**src/rtl/mac_operand_seq.sv**
```systemverilog
// rtl/mac_operand_seq.sv - sequences packed attribute/coefficient vectors into MAC operand terms
module mac_operand_seq #(
    parameter int N_TERMS    = 3,
    parameter int ELEM_W     = 8,
    parameter int MAC_LAT    = 2,
    parameter int SIGNED_EXT = 0
) (
    input  logic                      CLK,
    input  logic                      RST,
    input  logic                      in_valid,
    output logic                      in_ready,
    input  logic [N_TERMS*ELEM_W-1:0] attr_vec,
    input  logic [N_TERMS*ELEM_W-1:0] coeff_vec,
    input  logic                      hold,
    output logic [15:0]               A,
    output logic [15:0]               B,
    output logic                      CE,
    output logic                      CARRYIN,
    output logic                      ACC_LOAD,
    output logic                      result_valid,
    output logic                      busy
);

    localparam int KW = (N_TERMS > 1) ? $clog2(N_TERMS) : 1;
    localparam logic [KW-1:0] LAST_K = KW'(N_TERMS - 1);
    localparam logic [2:0] LAST_D = 3'(MAC_LAT - 1);

    typedef enum logic [1:0] {
        IDLE  = 2'd0,
        ISSUE = 2'd1,
        DRAIN = 2'd2,
        DONE  = 2'd3
    } state_t;

    state_t state, state_d;

    logic [KW-1:0]               k_q, k_d, k_nx;
    logic [2:0]                  dcnt_q, dcnt_d;
    logic [N_TERMS*ELEM_W-1:0]   attr_q, attr_d;
    logic [N_TERMS*ELEM_W-1:0]   coeff_q, coeff_d;
    logic [15:0]                 a_q, a_d;
    logic [15:0]                 b_q, b_d;
    logic                        ce_q, ce_d;
    logic                        ld_q, ld_d;

    // Widen one element to the 16-bit MAC port, zero- or sign-filling the upper bits.
    function automatic logic [15:0] ext(input logic [ELEM_W-1:0] e);
        logic [15:0] r;
        r = '0;
        r[ELEM_W-1:0] = e;
        for (int i = ELEM_W; i < 16; i++) begin
            r[i] = (SIGNED_EXT != 0) ? e[ELEM_W-1] : 1'b0;
        end
        return r;
    endfunction

    // Select element idx from a packed vector.
    function automatic logic [ELEM_W-1:0] pick(input logic [N_TERMS*ELEM_W-1:0] v,
                                              input logic [KW-1:0] idx);
        return v[int'(idx)*ELEM_W +: ELEM_W];
    endfunction

    assign k_nx = k_q + KW'(1);

    // Next-state and next-operand logic; the operands are registered so each
    // term appears the cycle after the decision that selects it.
    always_comb begin
        state_d = state;
        k_d     = k_q;
        dcnt_d  = dcnt_q;
        attr_d  = attr_q;
        coeff_d = coeff_q;
        a_d     = a_q;
        b_d     = b_q;
        ce_d    = ce_q;
        ld_d    = ld_q;
        case (state)
            IDLE: begin
                a_d    = '0;
                b_d    = '0;
                ce_d   = 1'b0;
                ld_d   = 1'b0;
                dcnt_d = '0;
                k_d    = '0;
                if (in_valid) begin
                    attr_d  = attr_vec;
                    coeff_d = coeff_vec;
                    a_d     = ext(pick(attr_vec, '0));
                    b_d     = ext(pick(coeff_vec, '0));
                    ce_d    = 1'b1;
                    ld_d    = 1'b1;
                    state_d = ISSUE;
                end
            end
            ISSUE: begin
                // A held term stays on A/B untouched; only the gated CE tells
                // the MAC not to consume it.
                if (!hold) begin
                    if (k_q == LAST_K) begin
                        a_d    = '0;
                        b_d    = '0;
                        ld_d   = 1'b0;
                        dcnt_d = '0;
                        if (MAC_LAT == 0) begin
                            ce_d    = 1'b0;
                            state_d = DONE;
                        end else begin
                            ce_d    = 1'b1;
                            state_d = DRAIN;
                        end
                    end else begin
                        k_d  = k_nx;
                        a_d  = ext(pick(attr_q, k_nx));
                        b_d  = ext(pick(coeff_q, k_nx));
                        ce_d = 1'b1;
                        ld_d = 1'b0;
                    end
                end
            end
            DRAIN: begin
                // Zero operands keep the MAC clocked until its pipeline empties.
                if (!hold) begin
                    if (dcnt_q == LAST_D) begin
                        ce_d    = 1'b0;
                        state_d = DONE;
                    end else begin
                        dcnt_d = dcnt_q + 3'd1;
                    end
                end
            end
            DONE: begin
                a_d  = '0;
                b_d  = '0;
                ce_d = 1'b0;
                ld_d = 1'b0;
                if (!hold) begin
                    state_d = IDLE;
                end
            end
            default: begin
                state_d = IDLE;
            end
        endcase
    end

    // State, index, drain counter, latched vectors and operand registers.
    always_ff @(posedge CLK) begin
        if (RST) begin
            state   <= IDLE;
            k_q     <= '0;
            dcnt_q  <= '0;
            attr_q  <= '0;
            coeff_q <= '0;
            a_q     <= '0;
            b_q     <= '0;
            ce_q    <= 1'b0;
            ld_q    <= 1'b0;
        end else begin
            state   <= state_d;
            k_q     <= k_d;
            dcnt_q  <= dcnt_d;
            attr_q  <= attr_d;
            coeff_q <= coeff_d;
            a_q     <= a_d;
            b_q     <= b_d;
            ce_q    <= ce_d;
            ld_q    <= ld_d;
        end
    end

    assign A            = a_q;
    assign B            = b_q;
    assign ACC_LOAD     = ld_q;
    // A stall must stop the MAC in the same cycle, so CE is gated by hold directly.
    assign CE           = ce_q & ~hold;
    assign CARRYIN      = 1'b0;
    assign result_valid = (state == DONE);
    assign busy         = (state != IDLE);
    assign in_ready     = (state == IDLE) && !RST;

endmodule
```
**config.mk**
```make
export PLATFORM = sky130hd
export DESIGN_NAME = mac_operand_seq
export DESIGN_NICKNAME = d
export VERILOG_FILES = /design/src/rtl/mac_operand_seq.sv
export SDC_FILE = /design/constraint.sdc
export NUM_CORES = 1
export LEC_CHECK = 0
export CORE_MARGIN = 4
export CORE_UTILIZATION = 40
export DETAILED_ROUTE_END_ITERATION = 12
export GPL_ROUTABILITY_DRIVEN = 1
export PLACE_DENSITY_LB_ADDON = 0.12
export SLEW_MARGIN = 20
export SYNTH_ARGS = -nofsm -noshare
export SYNTH_HDL_FRONTEND = slang
export SYNTH_SLANG_ARGS = --single-unit
```
**constraint.sdc**
```tcl
create_clock -name CLK -period 3.69 [get_ports CLK]
set_input_delay 0.5535 -clock CLK [delete_from_list [all_inputs] [get_ports CLK]]
set_output_delay 0.5535 -clock CLK [all_outputs]
set_load 0.01 [all_outputs]
```
**After elaboration in Yosys (flattened, before gate mapping)**

Index checks and enable logic that the tools add are counted.

- Flip-flop bits (word level): 89
- Input port bits: 52
- Output and inout bits: 38
- Word-level logic and storage cells: 71

- Add/subtract/negate cells: 2
- Equality and inequality tests: 13
- Shift-type cells: 2
- Multiplexer cells: 30
- Bitwise gates (word level): 2
- Reduce and logical (&&, ||, !) cells: 13

Operators with widths:

| cell | number |
|---|---|
| $pmux 16 s3 | 2 |
| $shiftx 24x6->8 | 2 |
| $mux 16 | 2 |
| $mux 8 | 4 |
| $mux 2 | 8 |
| $ne 2x2->1 const B | 8 |
| $mux 3 | 4 |
| $pmux 3 s3 | 1 |
| $pmux 2 s4 | 1 |
| $eq 2x2->1 const B | 3 |
| $reduce_and 3->1 | 2 |
| $reduce_and 6->1 | 1 |
| $reduce_bool 3->1 | 2 |
| $mux 1 | 5 |
| $reduce_and 5->1 | 1 |
| $pmux 1 s4 | 1 |
| $pmux 2 s2 | 1 |
| $reduce_and 2->1 | 2 |
| $reduce_bool 2->1 | 2 |
| $add 3x1->3 const B | 1 |
| $eq 3x1->1 const B | 1 |
| $pmux 1 s3 | 1 |
| $add 2x1->2 const B | 1 |
| $eq 2x1->1 const B | 1 |
| 5 further kinds | 5 |

**Longest topological paths before layout**

- Word-level depth: 5
- Depth in mapped cells: 9

**Worst setup path before layout**

OpenSTA, ideal clock, no wires.

- Path type: in2out
- Start: input port RST
- End: output port in_ready
- Arrival: 1.322 ns
- Data required time: 3.137 ns
- Path slack: 1.814 ns
- Cell stages on the path: 4
- Path through: clkbuf_1 -> buf_2 -> clkbuf_1 -> nor2_1

- Word-level cells in the longest chain between the ends: 2

RTL lines:

| element | line | RTL |
|---|---|---|
| start: declaration | 9 | `input logic RST,` |
| $logic_not 1->1 | 179 | `assign in_ready = (state == IDLE) && !RST;` |
| $logic_and 1x1->1 | 179 |  |
| end: declaration | 11 | `output logic in_ready,` |

Every way passes these cells.

**Worst setup path in the final report**

- Start: register state[0]
- End: output port in_ready

- Word-level cells in the longest chain between the ends: 2

RTL lines:

| element | line | RTL |
|---|---|---|
| start: declaration | 35 | `state_t state, state_d;` |
| start signal: assignment | 159 | `state <= state_d;` |
| $logic_not 2->1 | 179 |  |
| $logic_and 1x1->1 | 179 |  |

Every way passes these cells.

==> summary.txt <==
Area leader, netlist: dfxtp_1
DRC Markers: 0
Slack of the worst reg-to-reg path: 1.35 ns
H-Tree Depth: 3
CORE AREA: 8380 um2
Final WS setup: 1.31 ns
Die width: 102 um
Gr usage total: 0.166
Syn Area/Cell: 8.51 um2
Final hold vios: 0
Yosys Warn Count: 0
First-pass DRT Iterations: 4
WP buf/inv: 3
Worst slack at placement: 1.21 ns
CTS tree: done
Resize count post-CTS: 0
GRT Residual Overflow: 0
Post-synthesis instance total: 411
Post-DRT Antenna Nets: 0
Achievable frequency: 420 MHz
Fin nets: 531
DR vias: 2,962
Vias in the first global route: 2,736
Pin count of the biggest net entering global routing: 49
Worst vdd ir: 0.000475 V
Critical Path Sink Type: output pin
Synthesized cell area: 3500 um2
HPWL after DPL: 5620 um
Status: finished clean
Register area share after synthesis: 0.418
Clock buffer depth: 2
Startpoint Class: flip-flop
Max_cap viols: 0
Crit Path Category: flip-flop to output pin
Detailed-route wire length per cell: 14.7 um
Crit path required time: 3.14 ns
Number of I/O pins: 90
Routability cong.: 0.783
Slew @ Worst Pin: 0.955 ns
Cells after DPL: 563
Worst skew pair latency: 0.34 ns
Slowest cell on crit path: clkdlybuf4s50_1
Pwr dens: 625 nW/um2
Initial DRC Count: 124
CTS Hold Bufs: 0
Final Critical Period: 2.38 ns
Top-area cell type share of the netlist area: 0.418
Critical path, cell by cell: inv_1 > ha_1 > inv_1 > nor2_1 > clkdlybuf4s50_1
Post-CTS Setup Bufs: 0
Worst Path Arrival: 1.83 ns
Area growth syn-to-layout: 24.9%
CTS sink count: 73
Clock skew: 0.00760 ns
Cts bufs inserted: 9
Slew Limit Fails: 0
Die Height: 102 um
Max-slew headroom: 0.361
Flops & latches, synth: 73
Most frequent cells in the layout: nand2_1, dfxtp_1, clkdlybuf4s50_1
Library cells used by synthesis: 40
Drt via density: 5.12
CP top delay family: buffers and inverters
Commonest non-fill, non-tap cell in the layout: nand2_1
# rows: 33
Share of layout cells above drive strength 1: 0.101
Setup TNS: 0 ns
Number of cells on the critical path: 5
CTS clock-pin slew for the worst setup and hold paths: 0.07 ns
Reg2reg path depth: 6
Antenna violations before repair: 0
Leakage power figure: 1.67 nW
Dominant cells by area after synthesis: dfxtp_1, nand2_1, a21oi_1
Setup violators final: 0
Part of the cycle the worst path needs: 0.646
Crit path top cell by count: inv_1
Clk Tree Root Cell: clkbuf_8
Finished Layout Cells: 579
Global-route wire length before repair: 13,600 um
Worst hold path cell count: 2
Hold WC Path Type: flip-flop to flip-flop
WL final: 8510 um
Critical path peak fanout: 5
RSZ-0062 raised after global routing: false
Ant. Diodes: 0
Worst path max stage delay: 0.55 ns
Number of port buffers: 72
Full die area: 10,300 um2
Initial core utilization: 0.417
[power breakdown]
| part | leakage (nW) | internal [mW] | total, mW | switching (mW) |
|---|---|---|---|---|
| clock | 0.103 | 0.350 | 0.642 | 0.293 |
| combinational | 0.971 | 0.452 | 1.07 | 0.615 |
| sequential | 0.599 | 0.929 | 1.02 | 0.0903 |
[worst paths after layout]
path | start | end
min reg2reg | coeff_q[6]$_SDFFE_PP0P_ | coeff_q[6]$_SDFFE_PP0P_
min | coeff_q[6]$_SDFFE_PP0P_ | coeff_q[6]$_SDFFE_PP0P_
max | state[0]$_SDFFE_PP0P_ | in_ready
max reg2reg | k_q[0]$_SDFFE_PP0P_ | B[5]$_SDFFE_PP0P_
[sequential cells by signal (all words and copies together), names as in the netlist]
register / cells
B: 8
A: 8
k_q: 2
dcnt_q: 3
state: 2
ACC_LOAD: 1
ce_q: 1
attr_q: 24
coeff_q: 24
[synthesized netlist by cell type (all sizes together)]
| master | count |
|---|---|
| and2 | 2 |
| nand2b | 4 |
| or2 | 1 |
| nor4b | 4 |
| inv | 7 |
| nor3 | 2 |
| a211o | 1 |
| o21ai | 3 |
| mux2 | 1 |
| o211ai | 1 |
| nor2 | 23 |
| a32o | 1 |
| buf | 34 |
| nand2 | 98 |
| nor3b | 1 |
| a2111oi | 1 |
| clkbuf | 13 |
| a31oi | 16 |
| o22ai | 16 |
| nand3 | 2 |
| o21bai | 2 |
| dfxtp | 73 |
| nor2b | 4 |
| mux2i | 20 |
| a21oi | 52 |
| conb | 1 |
| a22oi | 16 |
| ha | 10 |
| a31o | 1 |
| and2b | 1 |
[cell families (layout without fill, tap and decap cells)]
family | count (synthesis) | after routing | synth area share
and+or+nand+nor | 142 | 142 | 0.177
AOI/OAI and AO/OA | 110 | 110 | 0.218
DFF | 73 | 73 | 0.418
buffers and inverters | 54 | 101 | 0.0905
muxes | 21 | 21 | 0.0604
adders and majority gates | 10 | 10 | 0.0358
other | 1 | 17 | 0.00107
[cell type report]
cell class | instances | area [um2]
fillers | 819 | 4010
multi-input cells | 300 | 1780
flip-flops and latches | 73 | 1460
repair buffers | 78 | 761
clock buffers | 12 | 155
well taps | 105 | 131
clock inverters | 4 | 51.3
inverters | 7 | 26.3
[worst register-to-register path, stage by stage (launching register included)]
cell and delay [ns]:
dfxtp_1 0.35, inv_1 0.05, buf_4 0.24, ha_1 0.27, and2b_4 0.29, nand3_1 0.67
o22ai_2 0.41
[metrics by stage]
step	hold slack (ns)	area [um2]	utilization	power [mW]
finish	0.456	4370	0.521	2.73
global route	0.475	4370	0.521	2.91
CTS	0.458	4370	0.521	2.76
detailed placement	0.447	4160	0.496	2.11
global placement	0.441	4160	0.496	2.09
floorplan	0.436	3560	-	1.83
[per-layer routing]
layer / up-vias / routed length (um) / GRT usage
met4: 0 / 109 / 0.0470
li1: 1491 / - / -
met2: 78 / 3830 / 0.255
met3: 11 / 498 / 0.0448
met1: 1382 / 4070 / 0.230
met5: - / 0 / 0
Note: power is estimated with default switching activity, not from simulation.
